[src/rtl/rfile_sb.sv]
// rfile_sb: 2-read / 2-write register file with optional write-to-read
// bypass and a per-register busy scoreboard that raises read hazards.
// Port 0 carries ALU writeback and port 1 carries load writeback.
// Register 0 always reads as zero.
module rfile_sb #(
  parameter int unsigned DATA_W  = 16,
  parameter int unsigned REG_W   = 3,
  parameter int unsigned SP_IDX  = 7,
  parameter int unsigned SP_INIT = 255,
  parameter bit          BYPASS  = 1'b1
) (
  input  logic              clk,
  input  logic              rst_n,
  input  logic [REG_W-1:0]  ra1,
  input  logic [REG_W-1:0]  ra2,
  output logic [DATA_W-1:0] rd1,
  output logic [DATA_W-1:0] rd2,
  input  logic              we0,
  input  logic [REG_W-1:0]  wa0,
  input  logic [DATA_W-1:0] wd0,
  input  logic              we1,
  input  logic [REG_W-1:0]  wa1,
  input  logic [DATA_W-1:0] wd1,
  input  logic              iss_v,
  input  logic [REG_W-1:0]  iss_a,
  input  logic              clr,
  output logic              hz1,
  output logic              hz2,
  output logic              waw_err
);

  localparam int unsigned       NREG   = 1 << REG_W;
  localparam logic [DATA_W-1:0] SP_RST = DATA_W'(SP_INIT);

  logic [DATA_W-1:0] r_regs [NREG];
  logic [NREG-1:0]   r_busy;
  logic              r_waw;

  logic [NREG-1:0]   w_busy_nxt;
  logic              w_waw_set;
  logic              w_iss_hit;
  logic              w_cov1;
  logic              w_cov2;

  // Register storage: async reset to zero / SP_INIT; port 1 has priority on collision.
  always_ff @(posedge clk or negedge rst_n) begin
    if (!rst_n) begin
      for (int unsigned i = 0; i < NREG; i++) begin
        r_regs[REG_W'(i)] <= (i == SP_IDX) ? SP_RST : '0;
      end
    end else begin
      if (we0 && wa0 != '0) r_regs[wa0] <= wd0;
      if (we1 && wa1 != '0) r_regs[wa1] <= wd1;
    end
  end

  // Next busy vector: writes clear, issue sets (set beats clear), clr beats everything.
  always_comb begin
    w_busy_nxt = r_busy;
    w_waw_set  = 1'b0;
    w_iss_hit  = (we0 && wa0 == iss_a) || (we1 && wa1 == iss_a);
    if (we0 && wa0 != '0) w_busy_nxt[wa0] = 1'b0;
    if (we1 && wa1 != '0) w_busy_nxt[wa1] = 1'b0;
    if (clr) begin
      w_busy_nxt = '0;
    end else if (iss_v && iss_a != '0) begin
      w_busy_nxt[iss_a] = 1'b1;
      w_waw_set         = r_busy[iss_a] && !w_iss_hit;
    end
  end

  // Scoreboard state and sticky WAW error flag.
  always_ff @(posedge clk or negedge rst_n) begin
    if (!rst_n) begin
      r_busy <= '0;
      r_waw  <= 1'b0;
    end else begin
      r_busy <= w_busy_nxt;
      r_waw  <= r_waw | w_waw_set;
    end
  end

  // Read port 1: optional same-cycle forwarding, port 1 write data first.
  always_comb begin
    rd1 = r_regs[ra1];
    if (BYPASS) begin
      if (we1 && wa1 == ra1)      rd1 = wd1;
      else if (we0 && wa0 == ra1) rd1 = wd0;
    end
    if (ra1 == '0) rd1 = '0;
  end

  // Read port 2: same forwarding rules as port 1.
  always_comb begin
    rd2 = r_regs[ra2];
    if (BYPASS) begin
      if (we1 && wa1 == ra2)      rd2 = wd1;
      else if (we0 && wa0 == ra2) rd2 = wd0;
    end
    if (ra2 == '0) rd2 = '0;
  end

  // Hazards: source busy and not covered by a forwarded write this cycle.
  always_comb begin
    w_cov1 = BYPASS && ((we0 && wa0 == ra1) || (we1 && wa1 == ra1));
    w_cov2 = BYPASS && ((we0 && wa0 == ra2) || (we1 && wa1 == ra2));
    hz1    = (ra1 != '0) && r_busy[ra1] && !w_cov1;
    hz2    = (ra2 != '0) && r_busy[ra2] && !w_cov2;
  end

  assign waw_err = r_waw;

endmodule

[config.mk]
export PLATFORM = sky130hd
export DESIGN_NAME = rfile_sb
export DESIGN_NICKNAME = d
export VERILOG_FILES = /design/src/rtl/rfile_sb.sv
export SDC_FILE = /design/constraint.sdc
export NUM_CORES = 1
export LEC_CHECK = 0
export BUFFER_PORTS_ARGS = -buffer_cell sky130_fd_sc_hd__buf_2
export CORE_MARGIN = 3
export CORE_UTILIZATION = 45
export CTS_CLUSTER_SIZE = 24
export DETAILED_ROUTE_END_ITERATION = 16
export RECOVER_POWER = 25
export SYNTH_ARGS = -nofsm -noshare
export SYNTH_HDL_FRONTEND = slang
export SYNTH_SLANG_ARGS = --single-unit
[constraint.sdc]
create_clock -name clk -period 1.8 [get_ports clk]
set_input_delay 0.09 -clock clk [delete_from_list [all_inputs] [get_ports clk]]
set_output_delay 0.09 -clock clk [all_outputs]
set_load 0.1 [all_outputs]
* Yosys cells after proc, flatten, opt, wreduce, memory -nomap -nowiden
Cells that the tools add are included.
** Storage, ports and cells
- Bits in registers :: 137
- Bits of input ports :: 53
- Output and inout bits :: 35
** Cells by class
- $lt $le $gt $ge :: 14
- Equal/unequal tests :: 6
- Multiplexer cells :: 38
- Bitwise gates (word level) :: 10
- Reductions and logical operators :: 32
** Operators with widths (number)
- $bwmux 128 :: 2
- $mux 128 :: 2
- $mux 16 :: 12
- $bmux 16 s3 :: 2
- $demux 16 s3 :: 2
- $mux 8 :: 4
- $lt 3x4->1 const B :: 5
- $logic_and 1x1->1 :: 19
- $eq 3x3->1 :: 6
- $and 8x8->8 :: 2
- $ge 4x4->1 const B :: 4
- $not 3->4 :: 4
- $not 8->8 :: 2
- $reduce_bool 3->1 :: 5
- $bmux 1 s3 :: 3
- $demux 1 s3 :: 3
- $ge 3x1->1 const B :: 3
- $lt 4x1->1 const B :: 2
- $mux 1 :: 8
- $or 8x8->8 :: 1
- $logic_not 3->1 :: 2
- $logic_not 1->1 :: 3
- $logic_or 1x1->1 :: 3
- $or 1x1->1 :: 1

* Depth between registers and ports, before layout
- Depth after elaboration :: 12
- Depth in mapped cells :: 7
- Mapped depth without buffers :: 4

* Worst setup path before layout
No wires, ideal clock.
- Path kind :: in2out
- Start :: in ra2[1]
- End :: out rd2[10]
- Arrival time :: 2614 ps
- Data required time :: 1710 ps
- Slack :: -904 ps
- Stages :: 7
- Buffers on the path :: 3
- Path through :: buf_4 > and2_1 > clkbuf_1 > buf_4 > a22oi_1 > o211ai_1 > a31oi_1
** On the way
- Longest elaborated chain between the ends :: 7
** RTL lines
- from (decl) :: line 15 : input logic [REG_W-1:0] ra2,
- $not 3->4 (implied by the code) :: line 95 : rd2 = r_regs[ra2];
- $bmux 16 s3 :: line 95
- $mux 16 (implied by the code) (2 in series) :: line 95
- $mux 16 :: line 98 : else if (we0 && wa0 == ra2) rd2 = wd0;
- $mux 16 :: line 97 : if (we1 && wa1 == ra2) rd2 = wd1;
- $mux 16 (*) :: line 100 : if (ra2 == '0) rd2 = '0;
- to (decl) :: line 17 : output logic [DATA_W-1:0] rd2,
Every way passes the cells marked *; elsewhere a longest branch is shown, timed or not. The select of a mux whose other input is x is not followed.

* Worst setup path in the final report
- Start :: reg r_regs[37] (netlist bit)
- End :: out rd2[5]
** On the way
- Longest elaborated chain between the ends :: 6
** RTL lines
- from (decl) :: line 35 : logic [DATA_W-1:0] r_regs [NREG];
- from (signal, indexed assignment) :: line 49 : r_regs[REG_W'(i)] <= (i == SP_IDX) ? SP_RST : '0;
- from (signal, indexed assignment) :: line 52 : if (we0 && wa0 != '0) r_regs[wa0] <= wd0;
- from (signal, indexed assignment) :: line 53 : if (we1 && wa1 != '0) r_regs[wa1] <= wd1;
- $bmux 16 s3 :: line 95
- $mux 16 (implied by the code) (2 in series) :: line 95
- $mux 16 :: line 98
- $mux 16 :: line 97
- $mux 16 :: line 100
No other way between the ends. The select of a mux whose other input is x is not followed.

==> results.cfg <==
[grt]
globalRouteOverflowTotal = 0
use_met2_pct = 44.4
grt_busiest_layer = met2
grtUsageTotal_pct = 30.3
grt_pass1_wl_um = 51600
grtUsageMet3_pct = 6.88
grt_use_met1_pct = 44.4
antenna_found_initial = 1
first_global_vias = 8080
grt_max_degree = 51

[outcome]
status = finished with violations
violations = setup timing

[synthesis]
synth-edff-count = 0
synth.area.mux_share_pct = 28.1
syn_nets = 1014
synth_top_area_share_pct = 34.0
synth_compound_area_share_pct = 16.2
netlist_area_sq_um = 9510
ys.flop_type = dfrtp_1
syn_inst = 961
ys_seq_elements = 137
synth.area.top_cells = dfrtp_1 34%, mux2i_1 19%, mux4_2 5.9%
yosysTopAreaCell = dfrtp_1
synth_most_common_cell = mux2i_1
synthXorXnorAreaFrac_pct = 1.66
ys_seq_area_share_pct = 36.2
syn_avg_cell_area_sq_um = 9.89
yosysWarnings = 0
synth_adder_area_share_pct = 0
async_reset_ff_share_pct = 100
yosys.area_share.simple_pct = 9.40
synth.distinct_cells = 46
synth_top_family_by_area = multiplexers
synth.top_cells.by_count = 178 x mux2i_1, 129 x dfrtp_1, 103 x a21oi_1

[sta]
rsz0062_at_grt = true
post-route-min-period_ps = 2070
setup_slack_ps = -272
finalMaxSlewViolations = 0
finalHoldViolations = 0
final.setup_skew_ps = 4.51
max-slew-margin-rel_pct = 2.57
finalCritPeriodShare_pct = 115
fmax_mhz = 483
max_slew.worst_pin.slew_ps = 1460
setup_violations = 34

[clock_network]
cts_tree = yes
cts.sinks = 137
htreeDepth = 4
clk_latency_ps = 430
cts_buffer_depth = 2
numCtsBuffers = 17
path_clk_slew_ps = 60
root_buffer = clkbuf_16

[detailed_routing]
dr.pass1.iters = 8
drc = 0
wl_um = 33500
drt-vias-per-instance = 6.14
vias = 8231
ant_nets = 0
route.detailed.wl_per_inst_um = 25.0
drt_iter0_drc = 1039

[worst_setup_path]
cp_slowest_cell = mux4_2
startpoint_type = register
critPathTopFamily = multiplexers
cp.arrival_ps = 1980
slowest_delay_ps = 490
critPathKind = register to output port
worstPathRequired_ps = 1710
worst-path-buf-inv = 1
critPathCaptureType = output port
cp_max_fo = 2
path_cells = mux4_2 > mux2_4 > nand2_4 > a31oi_4 > buf_12

[final_layout]
area_growth_pct = 28.3
fin_nets = 1111
final_cell_count_no_fill = 1341
drive_gt1_share_pct = 30.3
antenna_cells = 0

[run]
drv_cap = 0

[die]
core_sq_um = 20500
die-area_sq_um = 22900
chipWidth_um = 151
dieHeight_um = 151
rows = 52
io_pins = 88
start_util_pct = 46.4

[placement]
hpwl_um = 23100
place.gp.congestion = 0.886
placedCellCount = 1274
port-buffer-count = 87

[pwr]
ir_drop_mv = 0.785
p_per_area_nw_per_um2 = 1070
finalPower_mw = 13.1
leakage_nw = 5.32

[min_path]
hp-class = input pin to register
-- flip-flops by register name, summed over array words and instances (netlist names) --
signal,count
r_busy,8
r_regs,128
waw_err,1
-- routing by layer --
layer / up-vias / share of wire (%)
met4: 2 / 2.3
met2: 413 / 45
li1: 3684 / -
met3: 55 / 8.4
met5: - / 0.021
met1: 4077 / 44
-- layout make-up --
cell class / count / area [sq um]
Timing Repair Buffer: 215 / 2160
Clock inverter: 9 / 159
Multi-Input combinational cell: 687 / 5600
Sequential cell: 137 / 3440
Clock buffer: 23 / 498
Tap cell: 270 / 338
Fill cell: 1750 / 8300
-- where the power goes --
group	switching, mW	internal [mW]	total, mW
Combinational	2.86	2.04	4.90
Clock	1.45	2.51	3.96
Sequential	0.545	3.68	4.23
Total	4.85	8.24	13.1
-- worst reg2reg max path, delay by kind of cell, from the launching register on --
| family | cells | cell delay [ps] |
|---|---|---|
| AND/OR/NAND/NOR | 1 | 460 |
| buffers and inverters | 1 | 550 |
| AO/OA/AOI/OAI | 1 | 120 |
| flip-flops | 1 | 400 |
-- stage by stage --
step | area, sq um | util, % | hold slack (ps) | setup WS (ps) | setup TNS (ps)
floorplan | 9850 | - | -206 | -268 | -2120
global placement | 11200 | 54.6 | 84.7 | -60.4 | -227
detailed placement | 11200 | 54.6 | 87.2 | -53.1 | -193
CTS | 12200 | 59.4 | 3.93 | -265 | -6810
global route | 12200 | 59.5 | 34.0 | -308 | -8170
finish | 12200 | 59.5 | 33.2 | -272 | -6370
-- cells by family (layout without fill, tap and decap cells) --
logic type             count (synthesis)  count (layout)
AND/OR/NAND/NOR                      186             186
flip-flops                           137             137
multiplexers                         217             217
XOR/XNOR                              18              18
buffers and inverters                137             247
AO/OA/AOI/OAI                        266             266
-- final timing paths --
check	startpoint	end	cells past startpoint	slack (ps)
min in group asynchronous	rst_n	r_regs[42]	2	550
worst max register to register	r_busy[2]	r_busy[2]	3	200
worst min-delay path	iss_a[0]	r_busy[7]	3	30
max in group asynchronous	rst_n	r_regs[3]	3	280
worst min register to register	r_regs[116]	r_regs[116]	0	390
worst max-delay path	r_regs[37]	rd2[5]	5	-270
-- timing repair --
item | 4_1_cts | 5_1_grt
buffers inserted | 9 | 7
endpoints found under the setup margin | 34 | 34
pin swaps | 31 | 24
gates resized for setup | 37 | 3
endpoints found under the hold margin | 81 | 0
hold buffers | 19 | 0
-- cells in the final DEF, fill, tap and decap left out, drive strengths merged, types with 2 or more instances in the layout --
cell type	n
clkbuf	28
xnor2	18
dfrtp	129
nand2	70
nor2b	6
or3	2
o211ai	31
mux2i	178
nand4b	6
o21ai	81
nand3	9
mux4	36
dfstp	8
mux2	3
dlygate4sd3	19
clkinvlp	4
nor2	69
and2	2
a31oi	16
or3b	2
and4bb	4
buf	191
nand4	9
and4	3
a21oi	103
a22oi	32
bufinv	4
nor3	2
No activity file was read; power rests on OpenSTA's default activity.
